--- config.mk ---
export PLATFORM = sky130hd
export DESIGN_NAME = fetch_flat
export DESIGN_NICKNAME = d
export VERILOG_FILES = /design/src/rtl/fetch_if.sv /design/src/rtl/fetch.sv /design/src/flat_wrapper.sv
export SDC_FILE = /design/constraint.sdc
export NUM_CORES = 1
export LEC_CHECK = 0
export CAP_MARGIN = 40
export CORE_MARGIN = 4
export CORE_UTILIZATION = 45
export CTS_CLUSTER_DIAMETER = 150
export DETAILED_ROUTE_END_ITERATION = 10
export PLACE_DENSITY = 0.72
export RECOVER_POWER = 25
export SYNTH_ARGS = -nofsm -noshare
export SYNTH_HDL_FRONTEND = slang
export SYNTH_SLANG_ARGS = --single-unit
--- constraint.sdc ---
create_clock -name clk -period 7.78 [get_ports clk]
set_input_delay 1.556 -clock clk [delete_from_list [all_inputs] [get_ports clk]]
set_output_delay 1.556 -clock clk [all_outputs]
set_load 0.01 [all_outputs]
--- src/rtl/fetch_if.sv ---
// Instruction-memory port between the fetch stage (master) and the
// instruction memory (slave): a valid/ready request channel and a response
// channel that is never back-pressured.
`ifndef ADDR_SIZE
`define ADDR_SIZE 31
`endif
`ifndef INSTR_SIZE
`define INSTR_SIZE 31
`endif

interface fetch_if;
  logic                 imem_req_valid;
  logic [`ADDR_SIZE:0]  imem_req_addr;
  logic                 imem_req_ready;
  logic                 imem_resp_valid;
  logic [`INSTR_SIZE:0] imem_resp_data;

  modport master (
    output imem_req_valid,
    output imem_req_addr,
    input  imem_req_ready,
    input  imem_resp_valid,
    input  imem_resp_data
  );

  modport slave (
    input  imem_req_valid,
    input  imem_req_addr,
    output imem_req_ready,
    output imem_resp_valid,
    output imem_resp_data
  );
endinterface

--- src/rtl/fetch.sv ---
// Instruction fetch stage. Holds the PC, keeps at most one request in flight
// to instruction memory, and registers {PC, instr, valid} into decode.
// A one-entry skid buffer catches a response that lands while decode stalls;
// redirects squash the in-flight response and any buffered instruction.
`ifndef ADDR_SIZE
`define ADDR_SIZE 31
`endif
`ifndef INSTR_SIZE
`define INSTR_SIZE 31
`endif

module fetch #(
  parameter logic [`ADDR_SIZE:0] RESET_PC = '0,
  parameter logic [`ADDR_SIZE:0] PC_STEP  = 'd4
) (
  input  logic                 clk,
  input  logic                 reset,
  fetch_if.master              imem,
  input  logic                 redirect,
  input  logic [`ADDR_SIZE:0]  redirect_pc,
  input  logic                 stall,
  output logic [`ADDR_SIZE:0]  PC_out,
  output logic [`INSTR_SIZE:0] instr_out,
  output logic                 pipeline_out_valid
);

  // S_REQ: request out; S_WAIT: awaiting response; S_FULL: response parked
  // in skid buffer; S_DROP: awaiting a response that must be thrown away.
  typedef enum logic [1:0] {S_REQ, S_WAIT, S_FULL, S_DROP} state_t;

  state_t               state_q, state_d;
  logic [`ADDR_SIZE:0]  pc;
  logic [`ADDR_SIZE:0]  req_pc;
  logic [`ADDR_SIZE:0]  skid_pc;
  logic [`INSTR_SIZE:0] skid_instr;
  logic                 accept;
  logic                 resp_in;
  logic                 wait_resp;

  assign accept    = imem.imem_req_valid && imem.imem_req_ready;
  assign resp_in   = imem.imem_resp_valid;
  assign wait_resp = (state_q == S_WAIT) && resp_in;

  // State register.
  always_ff @(posedge clk) begin
    // NOTE: sequential blocks use non-blocking assignments so every register
    // samples pre-edge values regardless of evaluation order.
    if (reset) state_q <= S_REQ;
    else       state_q <= state_d;
  end

  // Next-state logic; a redirect outranks stall and response handling.
  always_comb begin
    // NOTE: default assignment first so no path leaves state_d unassigned
    // and no latch is inferred.
    state_d = state_q;
    if (redirect) begin
      unique case (state_q)
        S_REQ:  state_d = accept  ? S_DROP : S_REQ;
        S_WAIT: state_d = resp_in ? S_REQ  : S_DROP;
        S_FULL: state_d = S_REQ;
        S_DROP: state_d = resp_in ? S_REQ  : S_DROP;
        default: state_d = S_REQ;
      endcase
    end else begin
      unique case (state_q)
        S_REQ:  if (accept)  state_d = S_WAIT;
        S_WAIT: if (resp_in) state_d = stall ? S_FULL : S_REQ;
        S_FULL: if (!stall)  state_d = S_REQ;
        S_DROP: if (resp_in) state_d = S_REQ;
        default: state_d = S_REQ;
      endcase
    end
  end

  // Request-port outputs: request only from S_REQ and never under reset.
  always_comb begin
    imem.imem_req_valid = (state_q == S_REQ) && !reset;
    imem.imem_req_addr  = pc;
  end

  // PC and decode-facing output registers.
  always_ff @(posedge clk) begin
    if (reset) begin
      pc                 <= RESET_PC;
      PC_out             <= '0;
      instr_out          <= '0;
      pipeline_out_valid <= 1'b0;
    end else begin
      if (redirect)    pc <= redirect_pc;
      else if (accept) pc <= pc + PC_STEP;

      if (redirect) begin
        pipeline_out_valid <= 1'b0;
      end else if (!stall) begin
        if (wait_resp) begin
          PC_out             <= req_pc;
          instr_out          <= imem.imem_resp_data;
          pipeline_out_valid <= 1'b1;
        end else if (state_q == S_FULL) begin
          PC_out             <= skid_pc;
          instr_out          <= skid_instr;
          pipeline_out_valid <= 1'b1;
        end else begin
          pipeline_out_valid <= 1'b0;
        end
      end
    end
  end

  // In-flight PC and skid buffer; pure data, qualified by state_q.
  always_ff @(posedge clk) begin
    // NOTE: these data registers are deliberately not reset; the FSM never
    // reads them until a request or a stalled response has written them.
    if (accept) req_pc <= pc;
    if (wait_resp && stall && !redirect) begin
      skid_pc    <= req_pc;
      skid_instr <= imem.imem_resp_data;
    end
  end

endmodule

--- src/flat_wrapper.sv ---
// flat-port wrapper written by rule: the top's interface ports become plain ports
module fetch_flat 
#(
  parameter logic [`ADDR_SIZE:0] RESET_PC = '0,
  parameter logic [`ADDR_SIZE:0] PC_STEP  = 'd4
)
  (clk, reset, redirect, redirect_pc, stall, PC_out, instr_out, pipeline_out_valid, imem_imem_req_valid, imem_imem_req_addr, imem_imem_req_ready, imem_imem_resp_valid, imem_imem_resp_data);
  fetch_if imem_i ();
  input  logic clk;
  input  logic reset;
  input  logic redirect;
  input  logic [`ADDR_SIZE:0] redirect_pc;
  input  logic stall;
  output logic [`ADDR_SIZE:0] PC_out;
  output logic [`INSTR_SIZE:0] instr_out;
  output logic pipeline_out_valid;
  output wire logic [$bits(imem_i.imem_req_valid)-1:0] imem_imem_req_valid;
  output wire logic [$bits(imem_i.imem_req_addr)-1:0] imem_imem_req_addr;
  input wire logic [$bits(imem_i.imem_req_ready)-1:0] imem_imem_req_ready;
  input wire logic [$bits(imem_i.imem_resp_valid)-1:0] imem_imem_resp_valid;
  input wire logic [$bits(imem_i.imem_resp_data)-1:0] imem_imem_resp_data;
  assign imem_imem_req_valid = imem_i.imem_req_valid;
  assign imem_imem_req_addr = imem_i.imem_req_addr;
  assign imem_i.imem_req_ready = imem_imem_req_ready;
  assign imem_i.imem_resp_valid = imem_imem_resp_valid;
  assign imem_i.imem_resp_data = imem_imem_resp_data;
  fetch #(.RESET_PC(RESET_PC), .PC_STEP(PC_STEP)) u_core (.clk(clk), .reset(reset), .imem(imem_i), .redirect(redirect), .redirect_pc(redirect_pc), .stall(stall), .PC_out(PC_out), .instr_out(instr_out), .pipeline_out_valid(pipeline_out_valid));
endmodule
==> flow_metrics.env <==
export IMPL_hold_buffers=0
export IMPL_final_util_pct=61.0
export IMPL_start_util_pct=46.5
export IMPL_die_w_um=140
export IMPL_dieArea_um2=19500
export IMPL_postRouteAntennaNets=0
export IMPL_p_sw_share_pct=24.5
export IMPL_ir_drop_mv=0.159
export IMPL_syn_num_nets=729
export IMPL_synthFlopType="dfxtp_1"
export IMPL_synth_top_family_by_area="compound AO/OA/AOI/OAI gates"
export IMPL_slew_headroom_pct=39.8
export IMPL_maxCapViolCount=0
export IMPL_root_buffer="clkbuf_16"
export IMPL_syn_area_per_cell_um2=11.8
export IMPL_max_slew_worst_pin_slew_ns=0.903
export IMPL_criticalPathCategory="in -> out"
export IMPL_synth_adder_area_share_pct=0.161
export IMPL_synth_seq_cells=195
export IMPL_hpwlAfterDp_um=12700
export IMPL_setup_viol=0
export IMPL_core_area_um2=16800
export IMPL_rsz0062_at_grt="false"
export IMPL_hp_class="reg -> reg"
export IMPL_finalNetCount=876
export IMPL_gr_total_overflow=0
export IMPL_power_frac_clock_pct=37.9
export IMPL_synth_compound_area_share_pct=13.0
export IMPL_required_ns=6.22
export IMPL_clkTransAtPathRegs_ns=0.07
export IMPL_post_route_drc_count=0
export IMPL_p_comb_share_pct=10.4
export IMPL_drt_total_wl_um=18900
export IMPL_area_delta_synth_final_pct=31.3
export IMPL_switching_power_w=0.000548
export IMPL_grt_max_degree=89
export IMPL_synthSimpleGateAreaFrac_pct=11.6
export IMPL_instances_no_fill=1038
export IMPL_cp_arrival_ns=2.57
export IMPL_mostFrequentLayoutCells="clkdlybuf4s50_1 (133), dfxtp_1 (99), edfxtp_1 (96)"
export IMPL_die_h_um=140
export IMPL_grt_pass1_vias=6032
export IMPL_ios=168
export IMPL_critPathCaptureType="primary output"
export IMPL_cts_setup_buffers=0
export IMPL_syn_inst=658
export IMPL_tns_ns=0
export IMPL_start_kind="primary input"
export IMPL_leakage_nw=3.72
export IMPL_ys_types=45
export IMPL_diodes=0
export IMPL_yosys_warnings=0
export IMPL_gp_congestion=0.815
export IMPL_wl_per_cell_um=18.2
export IMPL_drtIter0Drc=414
export IMPL_fin_crit_ns=4.12
export IMPL_synth_xor_area_share_pct=0.900
export IMPL_muxShareOfSynthArea_pct=8.48
export IMPL_finalCritPeriodShare_pct=53.0
export IMPL_syn_cell_area_um2=7790
export IMPL_clockBufferDepth=2
export IMPL_layout_commonest_cell="clkdlybuf4s50_1"
export IMPL_yosysSeqAreaShare_pct=62.5
export IMPL_antenna_found_initial=0
export IMPL_slew_viol_final=0
export IMPL_synth_edf_count=96
export IMPL_intPower_w=0.00169
export IMPL_finClkSkew_ns=0.00517
export IMPL_tritoncts="done"
export IMPL_fmax_mhz=243
export IMPL_ys_async_sr_fraction_pct=0
export IMPL_htree_levels=4
export IMPL_portBuffers=167
export IMPL_power_density_nw_per_um2=219
export IMPL_grt_pass1_wl_um=31100
export IMPL_cts_resized_gates=0
export IMPL_fp_row_count=47
export IMPL_total_power_w=0.00224
export IMPL_drive_above_1_share_pct=6.11
export IMPL_holdWs_ns=0.455
export IMPL_viasPerCell=5.71
export IMPL_hold_viol=0
export IMPL_clock_sinks=195
export IMPL_dr_total_vias=5923
export IMPL_p_seq_share_pct=51.8
export IMPL_drt_pre_antenna_iters=4
export IMPL_cts_buffers=17
export IMPL_cp_max_fo=32
export IMPL_grt_usage_pct=19.5
export IMPL_dp_cells=1006
export IMPL_clk_latency_ns=0.42
export IMPL_status="finished, final reports clean"
==> stage by stage <==
step,cell area (µm²),setup WS (ns)
after floorplan,7790,0.564
final,10200,3.66
after global placement,9610,3.28
after global routing,10200,3.61
after CTS,10200,3.64
after detailed placement,9650,3.53
==> registers in the layout, summed over array words and instances, names as in the netlist <==
| name | count |
|---|---|
| u_core.skid_instr | 32 |
| u_core.imem.imem_req_addr | 32 |
| u_core.skid_pc | 32 |
| u_core.instr_out | 32 |
| u_core.state_q | 2 |
| u_core.pipeline_out_valid | 1 |
| u_core.PC_out | 32 |
| u_core.req_pc | 32 |
==> synthesized netlist by cell type, types with 3 or more instances <==
master	instances	area [µm²]
nor3_1	8	40.0
a211oi_1	73	548
a21oi_1	11	55.1
and4_1	4	35.0
mux2i_1	66	661
nand4_1	14	87.6
buf_1	8	30.0
nor4_1	7	43.8
edfxtp_1	96	2880
o211ai_1	5	37.5
o31ai_1	6	45.0
a221oi_1	5	43.8
nor2_1	90	338
inv_1	18	67.6
nand3_1	9	45.0
clkbuf_1	37	139
or4_1	10	75.1
o21ai_0	7	35.0
o311a_1	3	30.0
dfxtp_1	99	1980
and3_1	5	31.3
a311oi_1	8	70.1
or3_1	8	50.1
xor2_1	4	35.0
nand2_1	21	78.8
o31a_1	6	52.6
a31oi_1	3	18.8
xnor2_1	4	35.0
==> per-layer routing <==
metal / share of wire, % / wire length [µm] / GRT usage, % / up-vias
li1: - / - / - / 2792
met1: 43 / 8050 / 25.2 / 2899
met2: 50 / 9470 / 32.7 / 202
met3: 5.7 / 1080 / 4.05 / 30
met4: 1.8 / 338 / 6.68 / 0
met5: 0 / 0 / 0 / -
==> critical path: stages <==
cell and delay [ns]:
buf_4 0.22, nor3_1 0.20, clkdlybuf4s50_1 0.58
==> power by group through the flow <==
stage          logic (W)  registers [W]  clock network [W]
5_1_grt         0.000251        0.00117           0.000906
6_report        0.000232        0.00116           0.000848
4_1_cts         0.000237        0.00116           0.000866
3_3_place_gp    0.000228        0.00118                  0
2_1_floorplan   0.000101        0.00118                  0
3_5_place_dp    0.000236        0.00118                  0
==> cell type report <==
type,instances,area (µm²)
clock buffer,17,425
clock inverter,15,144
fill,1332,6540
inverter,18,67.6
multi-input combinational,397,2680
sequential,195,4860
tap,220,275
timing repair buffer,176,1770
==> final timing paths <==
| check | from | to | slack, ns | cells past startpoint |
|---|---|---|---|---|
| min | u_core.req_pc[17] | u_core.skid_pc[17] | 0.45 | 0 |
| max reg2reg | u_core.state_q[1] | u_core.imem.imem_req_addr[18] | 5.15 | 6 |
| min reg2reg | u_core.req_pc[17] | u_core.skid_pc[17] | 0.45 | 0 |
| max | reset | imem_imem_req_valid | 3.66 | 3 |
==> logic make-up after synthesis <==
group	Yosys count
AO/OA/AOI/OAI	136
XOR/XNOR	8
adder cells (fa/ha/maj)	1
buffers and inverters	66
flip-flops	195
multiplexers	66
AND/OR/NAND/NOR	186
Power figures use the tool's default switching activity.
